<file path="src/rtl/toggle_event_decoder.sv">
// Receive side of a T flip-flop toggle link: synchronises the toggle wire and
// turns each level change into an event pulse, a wrapping count and a pending queue.
module toggle_event_decoder #(
    parameter int unsigned SYNC_STAGES = 2,
    parameter int unsigned CNT_WIDTH   = 8,
    parameter int unsigned PEND_WIDTH  = 4
) (
    input  logic                  clk,
    input  logic                  rst_n,
    input  logic                  tog_in,
    input  logic                  evt_ready,
    input  logic                  clr_ovf,
    output logic                  evt_pulse,
    output logic [CNT_WIDTH-1:0]  evt_count,
    output logic                  evt_valid,
    output logic [PEND_WIDTH-1:0] pend_count,
    output logic                  overflow
);

    localparam logic [PEND_WIDTH-1:0] PEND_MAX = '1;

    logic [SYNC_STAGES-1:0] r_sync;
    logic                   r_tog_prev;

    logic                   w_sync_out;
    logic                   w_edge_det;
    logic                   w_handshake;
    logic                   w_drop;
    logic [PEND_WIDTH-1:0]  w_pend_nxt;
    logic                   w_ovf_nxt;

    assign w_sync_out  = r_sync[SYNC_STAGES-1];
    assign w_edge_det  = w_sync_out ^ r_tog_prev;
    assign evt_valid   = (pend_count != '0);
    assign w_handshake = evt_valid & evt_ready;

    // Pending-count update; an event arriving at the ceiling is dropped only
    // when no handshake frees a slot on the same edge.
    always_comb begin
        w_pend_nxt = pend_count;
        w_drop     = 1'b0;
        case ({w_edge_det, w_handshake})
            2'b10: begin
                if (pend_count == PEND_MAX) begin
                    w_drop = 1'b1;
                end else begin
                    w_pend_nxt = pend_count + PEND_WIDTH'(1);
                end
            end
            2'b01:   w_pend_nxt = pend_count - PEND_WIDTH'(1);
            default: w_pend_nxt = pend_count;
        endcase
        // A drop on the same edge as a clear keeps the flag set.
        w_ovf_nxt = w_drop | (overflow & ~clr_ovf);
    end

    // Synchroniser and previous-level register, falling-edge clocked.
    always_ff @(negedge clk or negedge rst_n) begin
        if (!rst_n) begin
            r_sync     <= '0;
            r_tog_prev <= 1'b0;
        end else begin
            r_sync     <= {r_sync[SYNC_STAGES-2:0], tog_in};
            r_tog_prev <= w_sync_out;
        end
    end

    always_ff @(negedge clk or negedge rst_n) begin
        if (!rst_n) begin
            evt_pulse  <= 1'b0;
            evt_count  <= '0;
            pend_count <= '0;
            overflow   <= 1'b0;
        end else begin
            evt_pulse  <= w_edge_det;
            pend_count <= w_pend_nxt;
            overflow   <= w_ovf_nxt;
            if (w_edge_det) begin
                evt_count <= evt_count + CNT_WIDTH'(1);
            end
        end
    end

endmodule

</file>
<file path="config.mk">
export PLATFORM = sky130hd
export DESIGN_NAME = toggle_event_decoder
export DESIGN_NICKNAME = d
export VERILOG_FILES = /design/src/rtl/toggle_event_decoder.sv
export SDC_FILE = /design/constraint.sdc
export NUM_CORES = 1
export LEC_CHECK = 0
export CORE_MARGIN = 2
export CORE_UTILIZATION = 45
export DETAILED_ROUTE_END_ITERATION = 8
export PLACE_DENSITY = 0.75
export SLEW_MARGIN = 20
export SYNTH_ARGS = -nofsm -noshare
export SYNTH_HDL_FRONTEND = slang
export SYNTH_SLANG_ARGS = --single-unit
</file>
<file path="constraint.sdc">
create_clock -name clk -period 3.2 [get_ports clk]
set_input_delay 0.64 -clock clk [delete_from_list [all_inputs] [get_ports clk]]
set_output_delay 0.64 -clock clk [all_outputs]
set_load 0.1 [all_outputs]
</file>
# After elaboration in Yosys (flattened, before gate mapping)
# Index checks and enable logic that the tools add are counted.
[op_classes]
n_bitwise = 5
n_eq_ne = 4
addsub = 3
mux = 4
reduce_logical = 3
[ops]
columns = ["operator", "n"]
rows = [
  ["$add 8x1->8 const B", 1],
  ["$pmux 4 s2", 1],
  ["$add 4x1->4 const B", 1],
  ["$eq 4x4->1 const B", 1],
  ["$mux 4", 1],
  ["$reduce_bool 4->1", 1],
  ["$sub 4x1->4 const B", 1],
  ["$and 1x1->1", 2],
  ["$eq 2x1->1 const B", 1],
  ["$eq 2x2->1 const B", 1],
  ["$mux 1", 2],
  ["$ne 2x2->1 const B", 1],
  ["$reduce_and 2->1", 1],
  ["$reduce_bool 2->1", 1],
  ["$not 1->1", 1],
  ["$or 1x1->1", 1],
  ["$xor 1x1->1", 1],
]
[word_totals]
ff_bits = 17
wordCells = 25
input_bits = 5
output_inout_bits = 15

# Logic depth before layout (Yosys ltp)
# Gate-level depths: netlist of run 1.
[depth]
depth_word = 5
ltp_mapped = 8
depth_no_buf = 8

==> Flow_metrics.wiki, run 1 <==
{| class="wikitable"
! Metric !! Value
|-
| Avg Synthesized Cell Area || 13.4 um2
|-
| Clock tree from TritonCTS || yes
|-
| Class of the most critical setup path || reg -> out
|-
| Length in cells of the worst reg-to-reg path || 11
|-
| Fill count || 78
|-
| Sequential fraction of the synthesis area || 0.548
|-
| I/O Pins || 20
|-
| Clock-pin slew of the registers on the worst-case setup and hold paths || 0.07 ns
|-
| Initial standard-cell utilization of the core || 0.465
|-
| Multi-input logic area || 389 um2
|-
| First-pass GRT wire length || 2.96 mm
|-
| Hold endpoint || r_sync[1]$_DFF_NN0_
|-
| Antenna violations before repair || 0
|-
| Placeable core region || 1670 um2
|-
| Count of standard-cell rows || 15
|-
| Vias in the first global route || 649
|-
| Worst clock skew || 0.00337 ns
|-
| Number of flip-flops and latches in the synthesized netlist || 17
|-
| Final ANT Viol Nets || 0
|-
| RSZ-0062 raised after global routing || yes
|-
| Number of CTS-inserted buffers || 3
|-
| Synth Net Count || 67
|-
| R2R Path Start || pend_count[0]$_DFFE_NN0P_
|-
| RR Endpoint || pend_count[3]$_DFFE_NN0P_
|-
| Vias after detailed routing || 638
|-
| Commonest cells after routing, fill and taps aside || 25 x sky130_fd_sc_hd__buf_4, 17 x sky130_fd_sc_hd__dfrtn_1, 15 x sky130_fd_sc_hd__buf_12
|-
| Number of buffers inserted for hold repair after clock tree synthesis || 0
|-
| Netlist area before placement || 777 um2
|-
| Detailed Routing Iterations Pass 1 || 4
|-
| Placer's final routability congestion estimate || 0.799
|-
| Worst slew margin relative to its limit || 0.786
|-
| Largest net degree at the start of global routing || 18
|-
| Setup TNS || -1.27 ns
|-
| Clk Latency, worst-skew pair || 0.29 ns
|-
| Clk sinks || 17
|-
| Drt first-iter violations || 9
|-
| Final Worst Setup Slack || -0.455 ns
|-
| Reported max-cap violation count || 0
|-
| Data required, critical path || 2.56 ns
|-
| Worst reg2reg setup slack || 0.85 ns
|-
| Slew at the pin closest to its max-slew limit || 0.320 ns
|-
| Type of element capturing the critical path || primary output
|-
| Overall global routing resource usage || 0.211
|-
| Yosys Warn Count || 0
|-
| Top fanout value on the critical path || 2
|-
| Number of library cell types mapped by synthesis || 21
|-
| Overflow left after global routing || 0
|-
| Die Footprint || 2080 um2
|-
| Inserted Diodes || 0
|-
| # H-tree levels || 1
|-
| WHS || 0.304 ns
|-
| Bufs on Longest Clock Path || 2
|-
| Leading cell type in the layout, fill and taps excluded || sky130_fd_sc_hd__buf_4
|-
| Run status || finished, violations left
|-
| Hold Startpoint || r_sync[0]$_DFF_NN0_
|-
| Fraction of final layout cells sized beyond drive strength 1 || 0.560
|-
| Startpoint type of the worst setup path || flip-flop
|-
| Synth Instances || 58
|-
| Reg area || 425 um2
|-
| HPWL reported at the end of detailed placement || 1.23 mm
|-
| Failing checks || setup timing
|-
| Cell depth of the worst hold path || 0
|-
| Die span in x || 45.6 um
|-
| Total routed wirelength || 2.00 mm
|-
| Count of final setup violators || 9
|-
| Max-slew violation count || 0
|-
| Remaining routing DRC violations || 0
|-
| Count of endpoints failing hold in the final timing report || 0
|-
| Drt via density || 5.06
|-
| Worst EP arrival || 3.02 ns
|-
| Layout area overhead || 85.3%
|-
| Cell chosen for the clock root || sky130_fd_sc_hd__clkbuf_4
|-
| HP Class || reg -> reg
|-
| Number of port buffers || 19
|-
| Total number of nets in the final design || 119
|-
| Detail-routed net length per standard cell || 15.8 um
|-
| Die height || 45.6 um
|}
## synth_stat cells
cell type	count	area (um2)
sky130_fd_sc_hd__dfrtn_1	17	425
sky130_fd_sc_hd__xnor2_1	8	70.1
sky130_fd_sc_hd__inv_1	4	15.0
sky130_fd_sc_hd__nand2_1	4	15.0
sky130_fd_sc_hd__nand4_1	4	25.0
sky130_fd_sc_hd__ha_1	3	37.5
sky130_fd_sc_hd__and3_1	2	12.5
sky130_fd_sc_hd__mux2i_1	2	20.0
sky130_fd_sc_hd__xor2_1	2	17.5
sky130_fd_sc_hd__a21o_2	1	8.76
sky130_fd_sc_hd__a21oi_1	1	5.00
sky130_fd_sc_hd__fa_1	1	20.0
sky130_fd_sc_hd__mux2_2	1	11.3
sky130_fd_sc_hd__mux2_4	1	15.0
sky130_fd_sc_hd__nand2_2	1	6.26
sky130_fd_sc_hd__nand3_1	1	5.00
sky130_fd_sc_hd__o22ai_1	1	6.26
sky130_fd_sc_hd__o41ai_2	1	16.3
sky130_fd_sc_hd__or2_4	1	8.76
sky130_fd_sc_hd__or4_2	1	8.76
sky130_fd_sc_hd__xor2_4	1	27.5
## through the flow
stage | worst slack (ns) | cells | util | instance area (um2)
2_1_floorplan | -0.625 | 58 | - | 786
3_3_place_gp | -0.892 | 104 | 0.732 | 1220
3_5_place_dp | -0.937 | 104 | 0.732 | 1220
4_1_cts | -0.437 | 122 | 0.822 | 1370
5_1_grt | -0.468 | 126 | 0.862 | 1440
6_report | -0.455 | 126 | 0.862 | 1440
## metal layers
layer,track usage,vias to the layer above,routed length [um]
li1,-,300,-
met1,0.249,310,809
met2,0.341,20,1030
met3,0.0476,8,76
met4,0.135,0,79
met5,0,-,0
## state kept, by name (all words and copies together) (netlist names)
| name | cells |
|---|---|
| evt_pulse | 1 |
| evt_count | 8 |
| pend_count | 4 |
| r_tog_prev | 1 |
| r_sync | 2 |
| overflow | 1 |
## worst max-delay path, cell delays in order, from the launching register on
cell	delay, ns
sky130_fd_sc_hd__dfrtn_1	0.36
sky130_fd_sc_hd__or4_4	0.57
sky130_fd_sc_hd__buf_12	0.19
## how the worst max path moves through the flow
stage,slack (ns),end,cells after the start,startpoint
global route,-0.47,evt_valid,2,pend_count[2]$_DFFE_NN0P_
detailed placement,-0.94,pend_count[3]$_DFFE_NN0P_,9,evt_ready
finish,-0.46,evt_valid,2,pend_count[2]$_DFFE_NN0P_
CTS,-0.44,evt_valid,2,pend_count[2]$_DFFE_NN0P_
floorplan,-0.63,evt_valid,1,pend_count[3]$_DFFE_NN0P_
global placement,-0.89,pend_count[3]$_DFFE_NN0P_,9,evt_ready
## layout make-up
class                      instances  share of cell area
sequential                        17               0.295
inverter                           4              0.0104
multi-input combinational         37               0.270
clock buffer                       4              0.0182
timing repair buffer              47               0.391
tap                               17              0.0148
## kinds of logic after synthesis
kind of cell             count (synthesis)  share of synthesized area
XOR/XNOR                                11                      0.148
buffers and inverters                    4                     0.0193
AO/OA/AOI/OAI                            4                     0.0467
AND/OR/NAND/NOR                         14                      0.105
adder cells (fa/ha/maj)                  4                     0.0741
flip-flops                              17                      0.548
multiplexers                             4                     0.0596
## timing repair
action	in CTS	in global routing
endpoints found under the hold margin	0	0
endpoints found under the setup margin	17	15
pin swaps	7	2
gates resized for setup	9	5
buffers inserted	14	8
Power of run 1 is left out: the tool's default activity adds up to more than one toggle a clock period on the data nets, which glitch-free logic cannot reach.
==> run 2, diff against run 1 <==
--- a/config.mk
+++ b/config.mk
@@ -5,7 +5,6 @@
 export SDC_FILE = /design/constraint.sdc
 export NUM_CORES = 1
 export LEC_CHECK = 0
-export CORE_MARGIN = 2
 export CORE_UTILIZATION = 45
 export DETAILED_ROUTE_END_ITERATION = 8
 export PLACE_DENSITY = 0.75
==> Flow_metrics.wiki, run 2 (synthesis results as in run 1) <==
{| class="wikitable"
! Metric !! Value
|-
| Run status || finished, violations left
|-
| Failing checks || DRC, setup timing
|-
| Setup TNS || -1.20 ns
|-
| Die height || 43.6 um
|-
| Fraction of final layout cells sized beyond drive strength 1 || 0.563
|-
| Drt via density || 5.02
|-
| Overall global routing resource usage || 0.212
|-
| Startpoint type of the worst setup path || flip-flop
|-
| Clock tree from TritonCTS || yes
|-
| Detail-routed net length per standard cell || 14.1 um
|-
| Leading cell type in the layout, fill and taps excluded || sky130_fd_sc_hd__buf_4
|-
| Largest register FFs || 8
|-
| Total routed wirelength || 1.80 mm
|-
| Slew at the pin closest to its max-slew limit || 0.326 ns
|-
| Overflow left after global routing || 0
|-
| Commonest cells after routing, fill and taps aside || 27 x sky130_fd_sc_hd__buf_4, 17 x sky130_fd_sc_hd__dfrtn_1, 15 x sky130_fd_sc_hd__buf_12
|-
| Master of the slowest instance on the critical path || sky130_fd_sc_hd__or4_4
|-
| Inserted Diodes || 0
|-
| Data required, critical path || 2.56 ns
|-
| Count of standard-cell rows || 14
|-
| CP cell instances || or4_4 > buf_12
|-
| Number of buffers inserted for hold repair after clock tree synthesis || 0
|-
| Detailed Routing Iterations Pass 1 || 6
|-
| Layout area overhead || 85.5%
|-
| Worst EP arrival || 2.97 ns
|-
| Class of the most critical setup path || reg -> out
|-
| Final ANT Viol Nets || 0
|-
| Initial standard-cell utilization of the core || 0.498
|-
| Largest net degree at the start of global routing || 18
|-
| Final Worst Setup Slack || -0.409 ns
|-
| # H-tree levels || 1
|-
| Biggest regs || evt_count (8), pend_count (4), r_sync (2)
|-
| Worst clock skew || 0.00387 ns
|-
| Reported max-cap violation count || 0
|-
| Number of port buffers || 19
|-
| Max-slew violation count || 0
|-
| Register name with the most flops || evt_count
|-
| Fill count || 56
|-
| Length in cells of the worst reg-to-reg path || 11
|-
| Placer's final routability congestion estimate || 0.746
|-
| Antenna violations before repair || 0
|-
| Count of endpoints failing hold in the final timing report || 0
|-
| Top fanout value on the critical path || 2
|-
| Die span in x || 43.6 um
|-
| Worst slew margin relative to its limit || 0.782
|-
| Cell depth of the worst hold path || 0
|-
| Die Footprint || 1900 um2
|-
| Clk Latency, worst-skew pair || 0.29 ns
|-
| Drt first-iter violations || 7
|-
| HP Class || reg -> reg
|-
| Clk sinks || 17
|-
| Bufs on Longest Clock Path || 2
|-
| Number of CTS-inserted buffers || 3
|-
| First-pass GRT wire length || 2.86 mm
|-
| Remaining routing DRC violations || 2
|-
| Placeable core region || 1560 um2
|-
| RSZ-0062 raised after global routing || yes
|-
| HPWL reported at the end of detailed placement || 1.07 mm
|-
| I/O Pins || 20
|-
| Vias after detailed routing || 643
|-
| Total number of nets in the final design || 122
|-
| Type of element capturing the critical path || primary output
|-
| Clock-pin slew of the registers on the worst-case setup and hold paths || 0.06 ns
|-
| Highest cell delay on the worst timing path || 0.53 ns
|-
| Cell chosen for the clock root || sky130_fd_sc_hd__clkbuf_4
|-
| Count of final setup violators || 7
|-
| Vias in the first global route || 640
|}
-- run 2: worst max-delay path: cells and delay by family, from the launching register on --
kind | cells | cell delay (ns)
buf+inv | 1 | 0.18
flops | 1 | 0.36
simple gates | 1 | 0.53
-- run 2: path summary, 6_finish.rpt --
check                                               start                         to  slack (ns)
worst min-delay path                  r_sync[0]$_DFF_NN0_        r_sync[1]$_DFF_NN0_        0.31
worst max register to register  pend_count[0]$_DFFE_NN0P_  pend_count[3]$_DFFE_NN0P_        0.74
min in group asynchronous                           rst_n         overflow$_DFF_NN0_        2.15
max in group asynchronous                           rst_n   evt_count[1]$_DFFE_NN0P_        0.83
worst max-delay path            pend_count[1]$_DFFE_NN0P_                  evt_valid       -0.41
worst min register to register        r_sync[0]$_DFF_NN0_        r_sync[1]$_DFF_NN0_        0.31
-- run 2: metrics by stage --
stage	setup WS, ns	hold slack (ns)	cells	cell area, um2	util
detailed placement	-0.949	0.297	103	1220	0.783
global route	-0.448	0.313	128	1440	0.925
CTS	-0.417	0.298	117	1340	0.861
floorplan	-0.625	0.292	58	786	-
global placement	-0.931	0.298	103	1220	0.783
finish	-0.409	0.305	128	1440	0.925
-- run 2: layer usage --
metal  part of all wire  up-vias  GRT usage
li1                   -      307          -
met1               0.47      319      0.295
met2               0.48       13      0.325
met3              0.041        4     0.0625
met4              0.014        0     0.0563
met5                  0        -          0
-- run 2: repair_timing --
item	CTS	global route
setup endpoints to repair	16	16
resized for setup	9	3
pin swaps	6	3
setup buffers	11	13
-- run 2: final cells by class --
class                           instances  area [um2]  area share
Sequential cell                        17         425       0.295
Inverter                                4        15.0      0.0104
Timing Repair Buffer                   50         589       0.409
Multi-Input combinational cell         37         365       0.253
Clock buffer                            4        26.3      0.0182
Tap cell                               16        20.0      0.0139
Power of run 2 is left out for the same reason.
==> run 3, diff against run 2 <==
--- a/config.mk
+++ b/config.mk
@@ -5,9 +5,11 @@
 export SDC_FILE = /design/constraint.sdc
 export NUM_CORES = 1
 export LEC_CHECK = 0
+export ABC_CLOCK_PERIOD_IN_PS = 3200
 export CORE_UTILIZATION = 45
 export DETAILED_ROUTE_END_ITERATION = 8
 export PLACE_DENSITY = 0.75
+export REMOVE_ABC_BUFFERS = 1
 export SLEW_MARGIN = 20
 export SYNTH_ARGS = -nofsm -noshare
 export SYNTH_HDL_FRONTEND = slang
==> Flow_metrics.wiki, run 3 (synthesis results as in run 1) <==
{| class="wikitable"
! Metric !! Value
|-
| Largest net degree at the start of global routing || 18
|-
| Reported max-cap violation count || 0
|-
| Bufs on Longest Clock Path || 2
|-
| Number of port buffers || 19
|-
| Overflow left after global routing || 0
|-
| Die height || 43.6 um
|-
| Type of element capturing the critical path || primary output
|-
| Final Worst Setup Slack || -0.461 ns
|-
| Fill count || 24
|-
| Commonest cells after routing, fill and taps aside || 26 x sky130_fd_sc_hd__buf_4, 17 x sky130_fd_sc_hd__dfrtn_1, 15 x sky130_fd_sc_hd__buf_12
|-
| Class of the most critical setup path || reg -> out
|-
| Worst clock skew || 0.00823 ns
|-
| Post-placement setup slack || -0.979 ns
|-
| Placement Cell Area || 1210 um2
|-
| Run status || finished, violations left
|-
| Detailed Routing Iterations Pass 1 || 6
|-
| Clk Latency, worst-skew pair || 0.30 ns
|-
| Placer's final routability congestion estimate || 0.740
|-
| Inserted Diodes || 0
|-
| Detail-routed net length per standard cell || 24.0 um
|-
| Cell chosen for the clock root || sky130_fd_sc_hd__clkbuf_4
|-
| Layout area overhead || 94.5%
|-
| Register name with the most flops || evt_count
|-
| Vias after detailed routing || 747
|-
| Worst EP arrival || 3.02 ns
|-
| Largest register FFs || 8
|-
| Antenna violations before repair || 0
|-
| Final Cell Area || 1510 um2
|-
| Fraction of final layout cells sized beyond drive strength 1 || 0.596
|-
| Clk sinks || 17
|-
| Total routed wirelength || 3.12 mm
|-
| Drt via density || 5.75
|-
| Count of standard-cell rows || 14
|-
| Count of endpoints failing hold in the final timing report || 0
|-
| HP Class || reg -> reg
|-
| Overall global routing resource usage || 0.285
|-
| First-pass GRT wire length || 3.69 mm
|-
| Clock tree from TritonCTS || yes
|-
| Dpl cells || 103
|-
| Count of final setup violators || 14
|-
| RSZ-0062 raised after global routing || yes
|-
| Number of buffers inserted for hold repair after clock tree synthesis || 0
|-
| # H-tree levels || 1
|-
| Non-filler cells in the finished layout || 130
|-
| Slew at the pin closest to its max-slew limit || 0.386 ns
|-
| Top fanout value on the critical path || 2
|-
| Clock-pin slew of the registers on the worst-case setup and hold paths || 0.07 ns
|-
| Total number of nets in the final design || 124
|-
| Initial standard-cell utilization of the core || 0.498
|-
| Leading cell type in the layout, fill and taps excluded || sky130_fd_sc_hd__buf_4
|-
| Drt first-iter violations || 25
|-
| Biggest regs || evt_count (8), pend_count (4), r_sync (2)
|-
| Failing checks || DRC, setup timing
|-
| Startpoint type of the worst setup path || flip-flop
|-
| Max-slew violation count || 0
|-
| Number of CTS-inserted buffers || 3
|-
| Die Footprint || 1900 um2
|-
| I/O Pins || 20
|-
| HPWL reported at the end of detailed placement || 1.18 mm
|-
| Die span in x || 43.6 um
|-
| Placeable core region || 1560 um2
|-
| Final ANT Viol Nets || 0
|-
| Vias in the first global route || 741
|-
| Setup TNS || -1.99 ns
|-
| Remaining routing DRC violations || 4
|-
| Data required, critical path || 2.56 ns
|-
| Worst slew margin relative to its limit || 0.742
|}
[run 3: repair_timing]
item | CTS | global route
resized for setup | 17 | 10
pin swaps | 8 | 7
setup endpoints to repair | 17 | 15
buffers inserted | 16 | 12
[run 3: critical path, stage by stage, from the launching register on]
cell                      delay [ns]
sky130_fd_sc_hd__dfrtn_1        0.38
sky130_fd_sc_hd__or4_4          0.56
sky130_fd_sc_hd__buf_12         0.18
[run 3: routing by layer]
layer / wire length [um] / global-route usage / part of all wire
met5: 0 / 0 / 0
met4: 153 / 0.131 / 0.049
met3: 178 / 0.0250 / 0.057
met2: 1700 / 0.543 / 0.54
met1: 1090 / 0.314 / 0.35
[run 3: area by class of cell]
cell class / count / area [um2] / share of cell area
Timing Repair Buffer: 52 / 619 / 0.410
Sequential cell: 17 / 425 / 0.281
Multi-Input combinational cell: 37 / 402 / 0.266
Clock buffer: 3 / 22.5 / 0.0149
Tap cell: 16 / 20.0 / 0.0132
Inverter: 4 / 17.5 / 0.0116
Clock inverter: 1 / 5.00 / 0.00331
[run 3: final timing paths]
path,startpoint,to,slack (ns),cells past startpoint
setup / recovery,pend_count[3]$_DFFE_NN0P_,evt_valid,-0.46,2
hold / removal,r_sync[0]$_DFF_NN0_,r_sync[1]$_DFF_NN0_,0.31,0
setup reg to reg,pend_count[0]$_DFFE_NN0P_,pend_count[3]$_DFFE_NN0P_,0.46,12
hold reg to reg,r_sync[0]$_DFF_NN0_,r_sync[1]$_DFF_NN0_,0.31,0
max in group asynchronous,rst_n,pend_count[3]$_DFFE_NN0P_,0.82,2
min in group asynchronous,rst_n,evt_count[3]$_DFFE_NN0P_,2.16,2
[run 3: per-stage QoR]
| stage | hold slack [ns] | util |
|---|---|---|
| 6_report | 0.312 | 0.970 |
| 5_1_grt | 0.320 | 0.970 |
| 4_1_cts | 0.310 | 0.909 |
| 3_5_place_dp | 0.309 | 0.778 |
| 3_3_place_gp | 0.299 | 0.778 |
| 2_1_floorplan | 0.292 | - |
Power of run 3 is left out for the same reason.
